$ cat config.mk
export PLATFORM = sky130hd
export DESIGN_NAME = redirect_arbiter
export DESIGN_NICKNAME = d
export VERILOG_FILES = /design/src/rtl/redirect_arbiter.sv
export SDC_FILE = /design/constraint.sdc
export NUM_CORES = 1
export LEC_CHECK = 0
export CAP_MARGIN = 20
export CELL_PAD_IN_SITES_DETAIL_PLACEMENT = 0
export CELL_PAD_IN_SITES_GLOBAL_PLACEMENT = 1
export CORE_MARGIN = 5
export CORE_UTILIZATION = 29
export DETAILED_ROUTE_END_ITERATION = 12
export PLACE_DENSITY = 0.77
export SETUP_SLACK_MARGIN = 0.05
export SLEW_MARGIN = 20
export SYNTH_ARGS = -nofsm -noshare
export SYNTH_HDL_FRONTEND = slang
export SYNTH_SLANG_ARGS = --single-unit
$ cat constraint.sdc
create_clock -name clk_i -period 2.01 [get_ports clk_i]
set_input_delay 0.5025 -clock clk_i [delete_from_list [all_inputs] [get_ports clk_i]]
set_output_delay 0.5025 -clock clk_i [all_outputs]
set_load 0.005 [all_outputs]
$ cat src/rtl/redirect_arbiter.sv
`default_nettype none
// ============================================================================
// Module   : redirect_arbiter
// Purpose  : Prioritised, registered fetch-redirect arbiter with EPC/handler
//            state, a one-entry stall slot and flush strobes. Optional
//            counters are enabled by defining REDIRECT_PERF_CNT_EN.
// Revision : 1.0
// ============================================================================
module redirect_arbiter #(
  parameter logic [31:0] EXC_HANDLER_PC = 32'h2000,
  parameter logic [31:0] RESET_PC       = 32'h1000
) (
  input  logic        clk_i,
  input  logic        rsn_i,
  input  logic        stall_core_i,
  input  logic        exc_occured_i,
  input  logic [31:0] exc_pc_i,
  input  logic        iret_i,
  input  logic        jal_i,
  input  logic [31:0] jal_pc_i,
  input  logic        bp_error_i,
  input  logic        alu_branch_i,
  input  logic        alu_jumps_i,
  input  logic [31:0] alu_pc_jmp_i,
  input  logic [31:0] alu_pc_no_jmp_i,
  output logic        redirect_o,
  output logic [31:0] redirect_pc_o,
  output logic        flush_if_o,
  output logic        flush_id_o,
  output logic [31:0] exc_return_pc_o,
  output logic        in_exc_o
`ifdef REDIRECT_PERF_CNT_EN
  ,
  output logic [31:0] mispredict_cnt_o,
  output logic [31:0] exc_cnt_o
`endif
);

  localparam logic [0:0] ST_RUN = 1'b0;
  localparam logic [0:0] ST_EXC = 1'b1;

  logic [0:0]  r_state;
  logic        r_boot;
  logic        r_pend_v;
  logic [31:0] r_pend_pc;
  logic        r_pend_fid;
  logic        r_pend_iret;
  logic        r_redirect;
  logic [31:0] r_pc;
  logic        r_fif;
  logic        r_fid;
  logic [31:0] r_epc;

  logic        w_iret_req;
  logic        w_soft_req;
  logic [31:0] w_soft_pc;
  logic [31:0] w_bp_pc;
  logic        w_issue;
  logic [31:0] w_pc;
  logic        w_fid;
  logic        w_is_exc;
  logic        w_is_bp;
  logic        w_is_iret;
  logic        w_pend_v_nxt;
  logic [31:0] w_pend_pc_nxt;
  logic        w_pend_fid_nxt;
  logic        w_pend_iret_nxt;

  // iret outside the handler is not a request at all, so a concurrent jal
  // still proceeds. The boot redirect takes precedence over any request.
  always_comb begin
    w_iret_req      = iret_i & (r_state == ST_EXC);
    w_soft_req      = w_iret_req | jal_i;
    w_soft_pc       = w_iret_req ? (r_epc + 32'd4) : jal_pc_i;
    w_bp_pc         = (alu_branch_i & alu_jumps_i) ? alu_pc_jmp_i : alu_pc_no_jmp_i;
    w_issue         = 1'b0;
    w_pc            = r_pc;
    w_fid           = 1'b0;
    w_is_exc        = 1'b0;
    w_is_bp         = 1'b0;
    w_is_iret       = 1'b0;
    w_pend_v_nxt    = r_pend_v;
    w_pend_pc_nxt   = r_pend_pc;
    w_pend_fid_nxt  = r_pend_fid;
    w_pend_iret_nxt = r_pend_iret;
    if (r_boot) begin
      w_issue      = 1'b1;
      w_pc         = RESET_PC;
      w_fid        = 1'b1;
      w_pend_v_nxt = 1'b0;
    end else if (exc_occured_i) begin
      w_issue      = 1'b1;
      w_pc         = EXC_HANDLER_PC;
      w_fid        = 1'b1;
      w_is_exc     = 1'b1;
      w_pend_v_nxt = 1'b0;
    end else if (bp_error_i) begin
      w_issue      = 1'b1;
      w_pc         = w_bp_pc;
      w_fid        = 1'b1;
      w_is_bp      = 1'b1;
      w_pend_v_nxt = 1'b0;
    end else if (w_soft_req) begin
      if (stall_core_i) begin
        w_pend_v_nxt    = 1'b1;
        w_pend_pc_nxt   = w_soft_pc;
        w_pend_fid_nxt  = w_iret_req;
        w_pend_iret_nxt = w_iret_req;
      end else begin
        w_issue      = 1'b1;
        w_pc         = w_soft_pc;
        w_fid        = w_iret_req;
        w_is_iret    = w_iret_req;
        w_pend_v_nxt = 1'b0;
      end
    end else if (r_pend_v && !stall_core_i) begin
      w_issue      = 1'b1;
      w_pc         = r_pend_pc;
      w_fid        = r_pend_fid;
      w_is_iret    = r_pend_iret;
      w_pend_v_nxt = 1'b0;
    end
  end

  always_ff @(posedge clk_i) begin
    if (!rsn_i) begin
      r_state     <= ST_RUN;
      r_boot      <= 1'b1;
      r_pend_v    <= 1'b0;
      r_pend_pc   <= 32'd0;
      r_pend_fid  <= 1'b0;
      r_pend_iret <= 1'b0;
      r_redirect  <= 1'b0;
      r_pc        <= RESET_PC;
      r_fif       <= 1'b0;
      r_fid       <= 1'b0;
      r_epc       <= 32'd0;
    end else begin
      r_boot      <= 1'b0;
      r_pend_v    <= w_pend_v_nxt;
      r_pend_pc   <= w_pend_pc_nxt;
      r_pend_fid  <= w_pend_fid_nxt;
      r_pend_iret <= w_pend_iret_nxt;
      r_redirect  <= w_issue;
      r_pc        <= w_pc;
      r_fif       <= w_issue;
      r_fid       <= w_fid;
      // A nested exception keeps the EPC of the original fault.
      if (w_is_exc) begin
        if (r_state == ST_RUN) r_epc <= exc_pc_i;
        r_state <= ST_EXC;
      end else if (w_is_iret) begin
        r_state <= ST_RUN;
      end
    end
  end

`ifdef REDIRECT_PERF_CNT_EN
  logic [31:0] r_mis_cnt;
  logic [31:0] r_exc_cnt;

  always_ff @(posedge clk_i) begin
    if (!rsn_i) begin
      r_mis_cnt <= 32'd0;
      r_exc_cnt <= 32'd0;
    end else begin
      if (w_is_bp)  r_mis_cnt <= r_mis_cnt + 32'd1;
      if (w_is_exc) r_exc_cnt <= r_exc_cnt + 32'd1;
    end
  end

  assign mispredict_cnt_o = r_mis_cnt;
  assign exc_cnt_o        = r_exc_cnt;
`endif

  assign redirect_o      = r_redirect;
  assign redirect_pc_o   = r_pc;
  assign flush_if_o      = r_fif;
  assign flush_id_o      = r_fid;
  assign exc_return_pc_o = r_epc;
  assign in_exc_o        = (r_state == ST_EXC);

endmodule
`default_nettype wire
[Word-level counts from Yosys, hierarchy flattened]
Cells that the tools add are included.
Cells by class
  div/mod/pow operators: 0
  multiplexer cells: 30
  add/sub/neg operators: 1
  multipliers: 0
  bitwise logic cells: 8
  shift operators: 0
  reduce and logical (&&, ||, !) cells: 13
  order comparisons: 0
  eq/ne operators: 2
Operators with widths (count)
  $mux W32: 6
  $add A32 B3 Y32 const B: 1
  $mux W1: 23
  $mux W14: 1
  $reduce_and A2 Y1: 3
  $not A1 Y1: 5
  $reduce_and A5 Y1: 1
  $ne A4 B4 Y1 const B: 1
  $reduce_bool A2 Y1: 2
  $reduce_bool A4 Y1: 1
  $reduce_or A4 Y1: 1
  $ne A3 B3 Y1 const B: 1
  $reduce_bool A3 Y1: 1
  $reduce_or A3 Y1: 1
  $and A1 B1 Y1: 2
  $reduce_or A2 Y1: 1
  $logic_and A1 B1 Y1: 1
  $logic_not A1 Y1: 1
  $or A1 B1 Y1: 1
Word-level totals
  memories kept: 0
  memory bits (read-only): 0
  flip-flop bits (word level): 102
  latch bits: 0
  bits in writable memories: 0

[Logic depth before layout (Yosys ltp)]
Gate-level depths: netlist of the first run.
  depth after elaboration: 9
  mapped depth: 8
  mapped depth without buffers: 6

[Worst setup path after synthesis of the first run]
OpenSTA, ideal clock, no wires.
  path kind: input to register
  from: in bp_error_i
  to: reg r_pc[26], in the netlist redirect_pc_o[26]
  arrival time: 1.965 ns
  setup slack: -0.094 ns
  cell stages on the path: 7
  required time: 1.871 ns
  path through: or2_2 -> clkbuf_1 -> nor3_1 -> clkbuf_1 -> a221oi_1 -> o21ai_0 -> a21oi_1
On the way
  cells in the longest elaborated chain, start to end: 2
Ends and longest elaborated chain
  start: declaration: line 21  | input logic bp_error_i,
  $ne A3 B3 Y1 (no line) / $reduce_bool A3 Y1 (equally long branches)
  $reduce_and A2 Y1 (no line)
  end signal: assignment: line 145  | r_pc <= w_pc;
  end: declaration: line 49  | logic [31:0] r_pc;
Several ways; a longest one is shown, not always the timed one.
A chain may end at the register's enable or synchronous reset.

[Worst setup path in the final report of the first run]
  from: reg r_epc[13], in the netlist exc_return_pc_o[13]
  to: out exc_return_pc_o[13]
RTL lines
  start: declaration: line 52  | logic [31:0] r_epc;
  start signal: assignment: line 150  | if (r_state == ST_RUN) r_epc <= exc_pc_i;
  end: declaration: line 30  | output logic [31:0] exc_return_pc_o,
No word-level cell between the ends.

==> out/metrics.yaml, run 1 <==
routed_wl_um: 21780
worstPathRequired_ns: 1.51
initial_core_util_pct: 29.54
synth_edf_count: 0
area_growth_pct: 64.45
cp_data_arrival_time_ns: 1.41
critical_path_class: "reg -> out"
final_hold_viol_count: 0
ant_nets: 0
rsz0062_at_grt: "no"
syn-num-nets: 848
vias: 6232
power_leakage_nw: 3.565
io_pins: 205
regArea_um2: 2054
yosysTopAreaCell: "dfxtp_1"
synthTopCellsByArea: "dfxtp_1 37%, nand2_1 9.7%, mux2i_1 8.9%"
cts_buffers: 9
wl_per_cell_um: 17.99
viasPerCell: 5.146
ys_warn_count: 0
ys_types: 59
path_max_fanout: 3
utilization_pct: 48.58
slew_viol_final: 0
max-slew-margin-rel_pct: 71.88
antenna_found_initial: 1
setup_viol: 0
syn_inst: 710
clock.fmax_ghz: 0.5225
core-area_um2: 18710
r2r_cells: 7
port_buffers: 204
layout_min_cycle_time_ns: 1.914
irDropWorstVdd_mv: 0.3936
drive_above_1_share_pct: 18.22
dieArea_um2: 21910
nets: 1110
multiInputGateArea_um2: 3456
rrSetupSlack_ns: 0.12
synth-async-reset-ratio_pct: 0
cp-end-kind: "output port"
synth_seq_cells: 102
outcome: "finished clean"
clock_sinks: 102
hold_depth: 2
n_fill_cell: 1865
synthFlopType: "dfxtp_1"
power_density_nw_per_um2: 543.2
grt_pass1_wl_um: 34330
cts_root_buf: "clkbuf_16"
synthTopCellsByCount: "143 x nand2_1, 102 x dfxtp_1, 78 x a21oi_1"
fin_ws_ns: 0.09624
hp-class: "reg -> reg"
drc: 0
drt_iter0_drc: 379
drv_cap: 0
syn_area_um2: 5525
gp_congestion: 0.8526
detailedPlace.worstSlack_ns: -0.2935
die_h_um: 148.0
dr.pass1.iters: 5
yosysSeqAreaShare_pct: 36.96
grtUsageTotal_pct: 19.52
start_kind: "register"
synth.most_common_cell: "nand2_1"
cts_tree: "built"
tightest_slew_ns: 0.4165
cts-hold-fix-buffers: 0
grt_max_degree: 33
path_clk_slew_ns: 0.07
first_global_vias: 6177
cts_setup_buffers: 0
grt_overflow: 0
hpwl_um: 17110
syn_area_per_cell_um2: 7.782
num_rows: 50
die_w_um: 148.0
fin_crit_sh_pct: 95.21
finClkSkew_ns: 0.003756
diodes: 0
clkLatencyLatePin_ns: 0.35
htreeDepth: 3
cts_max_path_buffers: 2
yosysTopAreaCellShare_pct: 36.96
-- metrics by stage --
step                      setup TNS [ns]  instances  hold slack, ns  instance area (um2)  power [mW]
after floorplan                        0        710          0.4244                 5564       2.573
after global placement            -11.47       1195          0.4336                 8567       3.235
after detailed placement          -14.76       1195          0.4379                 8567       3.236
after CTS                              0       1211          0.4472                 8890       4.967
after global routing                   0       1211          0.4613                 9086       5.160
final                                  0       1211          0.4457                 9086       4.935
-- layout make-up --
| type | count | area share, % |
|---|---|---|
| Clock buffer | 13 | 2.974 |
| Tap cell | 234 | 3.222 |
| Multi-Input combinational cell | 544 | 38.03 |
| Inverter | 6 | 0.2479 |
| Timing Repair Buffer | 309 | 32.72 |
| Clock inverter | 3 | 0.1928 |
| Sequential cell | 102 | 22.61 |
-- cell families (layout without fill, tap and decap cells) --
group	count (synthesis)	after routing	share of synthesized area (%)
fa+ha+maj	1	1	0.2264
xor+xnor	20	20	3.170
buf+inv	64	331	4.936
simple gates	269	269	22.64
mux	49	49	8.877
compound gates	205	205	23.19
flops	102	102	36.96
-- repair_timing --
action                     CTS  global route
resized for setup            8            45
hold endpoints to repair     0             0
setup endpoints to repair   22            48
pin swaps                    3            14
-- final timing paths --
path | startpoint | endpoint
max | exc_return_pc_o[13] | exc_return_pc_o[13]
min | r_pend_pc[29] | r_pend_pc[29]
min reg2reg | r_pend_pc[29] | r_pend_pc[29]
max reg2reg | exc_return_pc_o[14] | r_pend_pc[23]
-- worst max-delay path, cell delays in order (launching register included) --
cell and delay, ns:
dfxtp_1 0.39, buf_4 0.16, clkdlybuf4s50_1 0.51
-- power breakdown --
group / internal [mW] / switching, mW / leakage, nW
sequential: 2.09 / 0.0538 / 0.834
combinational: 0.603 / 0.467 / 2.59
clock: 0.939 / 0.784 / 0.142
-- layout by cell type (no fill, tap or decap), types with 27 or more instances in the layout --
cell type        count
o21ai_0             34
dfxtp_1             92
nor2_1              36
a21oi_1             75
nand3_1             27
mux2i_1             49
clkdlybuf4s50_1    199
nand2_1            143
buf_4               92
-- routing by layer --
layer  track usage [%]  wire, um
met2             28.91      9432
met3             4.414      1574
met1             28.11     10300
met4             6.189       459
met5                 0        11
-- flip-flops by register name, indices dropped and copies added, names as in the netlist --
| signal | cells |
|---|---|
| r_boot | 1 |
| redirect_pc_o | 32 |
| flush_if_o | 1 |
| exc_return_pc_o | 32 |
| in_exc_o | 1 |
| r_pend_v | 1 |
| r_pend_pc | 32 |
| flush_id_o | 1 |
| r_pend_iret | 1 |
(Power assumes the default switching activity.)
==> run 2, diff against run 1 <==
==> constraint.sdc (replaced) <==
create_clock -name clk_i -period 2.01 [get_ports clk_i]
set_input_delay 0.3015 -clock clk_i [delete_from_list [all_inputs] [get_ports clk_i]]
set_output_delay 0.3015 -clock clk_i [all_outputs]
set_load 0.005 [all_outputs]
==> run 2 against run 1 <==
Against the previous run:
- critical path depth rose by 4
- sequential share of layout area increased by 0.56 points
- power rose by 3.4%
- sequential cell count unchanged
- combinational power fell by 4%
- first-iteration DRC count down 9.2%
- cell area shrank 2.5%
- core utilization is 1.2 points lower
- die area unchanged
- critical path type is now reg -> reg
==> out/metrics.yaml, run 2 (synthesis results as in run 1) <==
core-area_um2: 18710  # unchanged
cts_tree: "built"  # unchanged
path_clk_slew_ns: 0.07  # about the same
dpl_cell_area_um2: 8377  # was 8567 um2
endpoint: "r_pend_pc[30]"  # was exc_return_pc_o[13]
cp-end-kind: "register"  # was output port
grt_overflow: 0  # unchanged
port_buffers: 204  # unchanged
io_pins: 205  # unchanged
start_kind: "register"  # unchanged
utilization_pct: 47.34  # was 48.58%
first_global_vias: 5875  # was 6,177
htreeDepth: 3  # unchanged
routed_wl_um: 21630  # was 21,780 um
dr.pass1.iters: 5  # unchanged
cp_data_arrival_time_ns: 2.12  # was 1.41 ns
drt_iter0_drc: 344  # was 379
power_density_nw_per_um2: 576.0  # was 543.2 nW/um2
worstPathRequired_ns: 2.23  # was 1.51 ns
antenna_found_initial: 2  # was 1
startpoint: "exc_return_pc_o[2]"  # was exc_return_pc_o[13]
finClkSkew_ns: 0.007948  # was 0.003756 ns
clock_sinks: 102  # unchanged
crit_chain: "ha_1 > nand4_1 > or4_4 > nor3_4 > xnor2_2 > o22ai_1"  # was buf_4 > clkdlybuf4s50_1
rsz0062_at_grt: "yes"  # was no
clock.fmax_ghz: 0.5282  # was 0.5225 GHz
final_hold_viol_count: 0  # unchanged
clkLatencyLatePin_ns: 0.35  # about the same
mostFrequentLayoutCell: "clkdlybuf4s50_1"  # unchanged
drc: 0  # unchanged
reg2reg_to: "r_pend_pc[30]"  # was r_pend_pc[23]
outcome: "finished clean"  # unchanged
rrSetupSlack_ns: 0.12  # about the same
cts_root_buf: "clkbuf_16"  # unchanged
r2r_cells: 6  # was 7
cts_max_path_buffers: 2  # unchanged
drive_above_1_share_pct: 15.61  # was 18.22%
setup_viol: 0  # unchanged
cpPeakStageDelay_ns: 0.61  # was 0.51 ns
num_rows: 50  # unchanged
r2r-start: "exc_return_pc_o[2]"  # was exc_return_pc_o[14]
placed_cells: 1178  # was 1,195
path_max_fanout: 4  # was 3
tightest_slew_ns: 0.5511  # was 0.4165 ns
stdcell_count: 1195  # was 1,211
cts_buffers: 9  # unchanged
area_growth_pct: 60.28  # was 64.45%
ant_nets: 0  # unchanged
power_leakage_nw: 3.421  # was 3.565 nW
critical_path_class: "reg -> reg"  # was reg -> out
die_w_um: 148.0  # unchanged
power.total_mw: 5.101  # was 4.935 mW
vias: 6153  # was 6,232
final_area_um2: 8856  # was 9086 um2
grt_max_degree: 48  # was 33
nets: 1094  # was 1,110
layout_min_cycle_time_ns: 1.893  # was 1.914 ns
cts-hold-fix-buffers: 0  # unchanged
wl_per_cell_um: 18.10  # was 17.99 um
slew_viol_final: 0  # unchanged
grt_pass1_wl_um: 32880  # was 34,330 um
fin_crit_sh_pct: 94.19  # was 95.21%
timing.hold.ws_ns: 0.3381  # was 0.4457 ns
gp_congestion: 0.8482  # was 0.8526
final_cell_mix: "202 x clkdlybuf4s50_1, 143 x nand2_1, 94 x dfxtp_1"  # was 199 x clkdlybuf4s50_1, 143 x nand2_1, 92 x dfxtp_1, 92 x buf_4, 75 x a21oi_1
hpwl_um: 16740  # was 17,110 um
drv_cap: 0  # unchanged
die_h_um: 148.0  # unchanged
grtUsageTotal_pct: 18.83  # was 19.52%
initial_core_util_pct: 29.54  # unchanged
diodes: 0  # unchanged
slowest_stage: "or4_4"  # was clkdlybuf4s50_1
dieArea_um2: 21910  # unchanged
viasPerCell: 5.149  # was 5.146
max-slew-margin-rel_pct: 63.13  # was 71.88%
irDropWorstVdd_mv: 0.4137  # was 0.3936 mV
hp-class: "in -> reg"  # was reg -> reg
## run 2: report_power, final
| group | internal (mW) | switching (mW) | total (mW) | leakage, nW |
|---|---|---|---|---|
| Sequential | 2.09 | 0.0534 | 2.14 | 0.833 |
| Clock | 1.10 | 0.835 | 1.93 | 0.152 |
| Combinational | 0.575 | 0.452 | 1.03 | 2.44 |
| Total | 3.76 | 1.34 | 5.10 | 3.42 |
## run 2: area by class of cell
cell class,count,area (um2)
clock buffer,9,225.2
clock inverter,7,97.59
fill,1861,9849
inverter,6,22.52
multi-input combinational,544,3362
sequential,102,2052
tap,234,292.8
timing repair buffer,293,2804
## run 2: layer usage
layer	wire (um)	global-route usage, %
met1	10260	26.05
met2	9459	29.18
met3	1474	4.323
met4	408	5.866
met5	32	0
## run 2: worst min-delay path by stage
stage	startpoint	end	slack (ns)	cells after the start
6_report	bp_error_i	flush_id_o	0.34	3
5_1_grt	bp_error_i	flush_id_o	0.34	3
4_1_cts	bp_error_i	flush_id_o	0.31	3
3_5_place_dp	r_pend_pc[25]	r_pend_pc[25]	0.44	2
3_3_place_gp	r_pend_pc[29]	r_pend_pc[29]	0.43	2
2_1_floorplan	r_pend_pc[22]	r_pend_pc[22]	0.42	2
## run 2: what timing repair did
item                                    in CTS  in global routing
endpoints found under the setup margin      17                 30
gates resized for setup                      7                 22
setup buffers                                0                  1
pin swaps                                    1                  8
## run 2: critical path: cells and delay by family (launching register included)
kind / cells / cell delay (ns)
simple gates: 3 / 1.02
fa+ha+maj: 1 / 0.17
xor+xnor: 1 / 0.14
flops: 1 / 0.33
compound gates: 1 / 0.11
## run 2: stage by stage
stage,setup TNS [ns],worst slack [ns]
after global routing,-0.01241,-0.01241
after floorplan,0,0.006107
after global placement,-0.9893,-0.09570
after CTS,0,0.06481
after detailed placement,-1.086,-0.08636
final,0,0.1168
